[src/rtl/arbiter_weighted_rr.sv]
// N-way weighted round-robin arbiter: the grant is held for up to weight[i] acked beats, then rotates.
// Latency req->grant is one cycle, and release re-arbitrates without a bubble. ack stalls the credit count only.
module arbiter_weighted_rr #(
  parameter int N        = 4,
  parameter int WEIGHT_W = 4,
  parameter int IDX_W    = $clog2(N)
) (
  input  logic                  clk,
  input  logic                  rst,
  input  logic [N-1:0]          req,
  input  logic [N*WEIGHT_W-1:0] weight,
  input  logic                  ack,
  output logic [N-1:0]          grant,
  output logic [IDX_W-1:0]      grant_idx,
  output logic                  grant_valid,
  output logic [WEIGHT_W-1:0]   credit
);

  typedef enum logic {IDLE, GRANT} state_t;

  state_t                state_q, state_d;
  logic [IDX_W-1:0]      ptr_q, ptr_d;
  logic [IDX_W-1:0]      idx_q, idx_d;
  logic [N-1:0]          grant_q, grant_d;
  logic [WEIGHT_W-1:0]   credit_q, credit_d;

  logic [IDX_W-1:0]      idx_inc, arb_ptr, win_idx;
  logic                  win_vld, release_g, load;
  logic [WEIGHT_W-1:0]   wt_arr [N];
  logic [WEIGHT_W-1:0]   win_wt;

  always_comb begin
    idx_inc = (idx_q == IDX_W'(N - 1)) ? '0 : idx_q + 1'b1;
    // On release the scan must already start past the outgoing grantee.
    arb_ptr = (state_q == GRANT) ? idx_inc : ptr_q;
  end

  always_comb begin
    int j;
    j       = 0;
    win_vld = 1'b0;
    win_idx = '0;
    for (int k = 0; k < N; k++) begin
      j = int'(arb_ptr) + k;
      if (j >= N) j = j - N;
      if (!win_vld && req[IDX_W'(j)]) begin
        win_vld = 1'b1;
        win_idx = IDX_W'(j);
      end
    end
  end

  always_comb begin
    for (int i = 0; i < N; i++) wt_arr[i] = weight[i*WEIGHT_W +: WEIGHT_W];
    win_wt = (wt_arr[win_idx] == '0) ? WEIGHT_W'(1) : wt_arr[win_idx];
  end

  // State register
  always_ff @(posedge clk) begin
    if (rst) begin
      state_q  <= IDLE;
      ptr_q    <= '0;
      idx_q    <= '0;
      grant_q  <= '0;
      credit_q <= '0;
    end else begin
      state_q  <= state_d;
      ptr_q    <= ptr_d;
      idx_q    <= idx_d;
      grant_q  <= grant_d;
      credit_q <= credit_d;
    end
  end

  // Next state
  always_comb begin
    state_d   = state_q;
    ptr_d     = ptr_q;
    idx_d     = idx_q;
    grant_d   = grant_q;
    credit_d  = credit_q;
    release_g = 1'b0;
    load      = 1'b0;
    if (state_q == IDLE) begin
      load = win_vld;
    end else begin
      release_g = !req[idx_q] || (ack && credit_q == WEIGHT_W'(1));
      if (release_g) begin
        ptr_d = idx_inc;
        load  = win_vld;
        if (!win_vld) begin
          state_d  = IDLE;
          idx_d    = '0;
          grant_d  = '0;
          credit_d = '0;
        end
      end else if (ack) begin
        credit_d = credit_q - 1'b1;
      end
    end
    if (load) begin
      state_d          = GRANT;
      idx_d            = win_idx;
      grant_d          = '0;
      grant_d[win_idx] = 1'b1;
      credit_d         = win_wt;
    end
  end

  // Outputs
  always_comb begin
    grant       = grant_q;
    grant_idx   = idx_q;
    grant_valid = |grant_q;
    credit      = credit_q;
  end

endmodule
[config.mk]
export PLATFORM = sky130hd
export DESIGN_NAME = arbiter_weighted_rr
export DESIGN_NICKNAME = d
export VERILOG_FILES = /design/src/rtl/arbiter_weighted_rr.sv
export SDC_FILE = /design/constraint.sdc
export NUM_CORES = 1
export LEC_CHECK = 0
export CAP_MARGIN = 5
export CORE_ASPECT_RATIO = 0.6
export CORE_MARGIN = 2
export CORE_UTILIZATION = 39
export CTS_CLUSTER_SIZE = 40
export DETAILED_ROUTE_END_ITERATION = 8
export GPL_TIMING_DRIVEN = 0
export MAX_ROUTING_LAYER = met4
export PLACE_DENSITY = 0.76
export SYNTH_ARGS = -nofsm -noshare
export SYNTH_HDL_FRONTEND = slang
export SYNTH_SLANG_ARGS = --single-unit
[constraint.sdc]
create_clock -name clk -period 3.4 [get_ports clk]
set_input_delay 0.68 -clock clk [delete_from_list [all_inputs] [get_ports clk]]
set_output_delay 0.68 -clock clk [all_outputs]
set_load 0.005 [all_outputs]
==> results.yml <==
cells_and_area:
  drive_above_1_share_pct: 9.33
  n_fill_cell: 207
  syn2layout_area_growth_pct: 42.4
  final_util_pct: 61.3
  antenna_cells: 0
  fin_nets: 177
power_and_ir_drop:
  power.leakage_nw: 0.549
  peakVddDrop_mv: 0.227
  power_density_mw_per_mm2: 462
yosys:
  synth_area_um2: 973
  ys.flop_type: "dfxtp_1"
  synth-warning-count: 0
  synth_xor_area_share_pct: 1.80
  synth_cells: 113
  synth_area_per_cell_um2: 8.61
  synth_fa_ha_area_share_pct: 3.86
  synth_edf_count: 0
  synthTopCellsByArea: "dfxtp_1, mux2i_1, nor2_1, a211oi_1, a22oi_1"
  ys_seq_elements: 13
  synth_cell_types: 38
  synth_top_family_by_area: "simple AND/OR/NAND/NOR gates"
  yosysSeqAreaShare_pct: 26.7
  yosys.area.top_type: "dfxtp_1"
  yosysTopAreaCellShare_pct: 26.7
  synth_compound_area_share_pct: 22.9
  synthMuxAreaShare_pct: 18.4
  synthArstFlopShare_pct: 0
  synth-simple-area-share_pct: 23.3
  syn_nets: 139
grt:
  use_met2_pct: 27.3
  grt_busiest_layer: "met1"
  grt-ovfl-total: 0
  grt_pass1_wl_mm: 4.28
  grt_usage_pct: 20.1
  grt_max_degree: 11
  grt_pass1_vias: 894
  use_met3_pct: 5.04
  met1_usage_pct: 29.4
  antenna_found_initial: 0
clock_tree:
  clockBufferDepth: 2
  post_cts.repair.setup_buffers: 0
  cts_root_buffer: "clkbuf_8"
  cts.clk_slew.worst_paths_ns: 0.05
  cts_resized: 0
  cts.sinks: 13
  numCtsBuffers: 3
  clock_latency_ns: 0.24
  htree_levels: 1
  cts_tree: "yes"
  ctsHoldBuffers: 0
placed_design:
  gp_congestion: 0.916
  port_buffers: 33
  dpl.hpwl_mm: 2.05
worst_hold_path:
  min_from: "grant[2]"
  hold_path_depth: 2
  hold_end: "grant[2]"
  min_path_type: "flip-flop to flip-flop"
die:
  core_area_mm2: 0.00226
  chipWidth_um: 68.5
  die_area_mm2: 0.00292
  start_util_pct: 43.1
  die_y_um: 42.7
  pin_count: 34
  row_count: 13
detailed_routing:
  routed_wl_mm: 2.59
  routed_via_density: 5.57
  drt_iter0_drc: 80
  drtAntennaViolNets: 0
  first_pass_iters: 4
  wl_per_cell_um: 14.4
  drc: 0
  num_vias: 1002
worst_setup_path:
  critPathBufInv: 1
  reg2reg_depth: 8
  critical_path.max_fanout: 7
  cpPeakStageDelay_ns: 0.53
  reg2reg_slack_ns: 0.67
  r2r-start: "grant_idx[0]"
  startpoint_type: "input pin"
  critPathKind: "input pin to flip-flop"
  critPathCaptureType: "flip-flop"
  path_cells: "clkdlybuf4s50_1, mux4_2, o311ai_2, nand2_2, and4b_1, a22oi_1, or3_1, a221oi_2"
  crit_arrival_ns: 3.24
  slowest_stage: "mux4_2"
  cp.required_ns: 3.56
  critPathTopFamily: "simple AND/OR/NAND/NOR gates"
  r2r-end: "credit[0]"
timing:
  max-slew-margin-rel_pct: 60.8
  finalMaxSlewViolations: 0
  period_share_pct: 90.5
  fin_setup_tns_ns: 0
  skew_ns: 0.00192
  max_freq_mhz: 325
  min_period_ns: 3.08
  rsz0062_at_grt: "false"
  max_slew.worst_pin.slew_ns: 0.584
  final_hold_viol_count: 0
  finalSetupViolCount: 0
run:
  cap_violations: 0
run_status:
  status: "finished, final reports clean"
-- layout make-up --
class	count	area, µm²	area share [%]
buffer	3	18.8	1.35
clock buffer	4	45.0	3.25
inverter	3	11.3	0.812
multi-input combinational	94	683	49.3
sequential	13	260	18.8
tap	30	37.5	2.71
timing repair buffer	33	330	23.8
-- routing by layer --
metal	share of wire (%)	vias to the layer above
met5	0	-
met4	0.31	0
met3	6.4	2
met2	44	32
met1	49	467
li1	-	501
-- how the worst max path moves through the flow --
stage | startpoint | to | slack (ns) | cells past startpoint
after floorplan | req[3] | credit[0] | 0.88 | 7
after global placement | req[2] | credit[0] | 0.13 | 8
after detailed placement | req[1] | credit[0] | 0.11 | 8
after CTS | req[1] | credit[0] | 0.35 | 8
after global routing | req[3] | credit[0] | 0.20 | 8
final | req[1] | credit[0] | 0.32 | 8
-- where the power goes --
part	switching [mW]	internal, mW
logic	0.139	0.159
registers	0.0286	0.177
clock network	0.0540	0.0828
total	0.222	0.419
-- sequential cells by signal, indices dropped and copies added, names as in the netlist --
signal and count:
credit 4, grant 4, grant_idx 2, ptr_q 2
state_q 1
-- logic make-up after synthesis --
kind of cell               after synthesis
AOI/OAI and AO/OA                       31
xor gates and xnor gates                 2
adders and majority gates                3
buffers and inverters                    6
DFF                                     13
muxes                                   16
and+or+nand+nor                         42
-- cells in the mapped netlist, drive strengths merged (2+ instances only) --
cell    instances
a211oi          5
a21o            2
a21oi           4
a22oi           5
a31oi           2
and2            2
clkbuf          2
dfxtp          13
ha              3
inv             3
mux2            2
mux2i          13
nand2           9
nand3           3
nor2           13
nor2b           2
nor3            4
o21ai           9
xnor2           2
-- stage by stage --
| stage | setup WS, ns | cell area (µm²) | instances | power [mW] | hold WS (ns) |
|---|---|---|---|---|---|
| 6_report | 0.324 | 1390 | 180 | 0.640 | 0.535 |
| 5_1_grt | 0.204 | 1390 | 180 | 0.686 | 0.556 |
| 4_1_cts | 0.351 | 1390 | 180 | 0.644 | 0.530 |
| 3_5_place_dp | 0.110 | 1340 | 176 | 0.503 | 0.523 |
| 3_3_place_gp | 0.132 | 1340 | 176 | 0.497 | 0.517 |
| 2_1_floorplan | 0.883 | 973 | 113 | 0.388 | 0.478 |
-- layout by cell type (no fill, tap or decap), types with 2 or more instances in the layout --
cell | netlist | layout
xnor2_1 | 2 | 2
mux2_2 | 2 | 2
dfxtp_1 | 13 | 13
mux2i_1 | 12 | 12
nor3_1 | 4 | 4
a21oi_1 | 4 | 4
a211oi_1 | 5 | 5
and2_1 | 2 | 2
nand2_1 | 8 | 8
clkdlybuf4s50_1 | 0 | 33
a22oi_1 | 5 | 5
o21ai_0 | 7 | 7
ha_1 | 3 | 3
inv_1 | 3 | 3
nand3_1 | 2 | 2
o21ai_1 | 2 | 2
a21o_1 | 2 | 2
a31oi_1 | 2 | 2
nor2_1 | 13 | 13
clkbuf_1 | 2 | 3
clkbuf_8 | 0 | 3
nor2b_1 | 2 | 2
-- tightest hold or removal path: stages, from the launching register on --
cell,delay [ns]
dfxtp_1,0.34
a22oi_1,0.09
nor2_1,0.08
(Power assumes the default switching activity.)
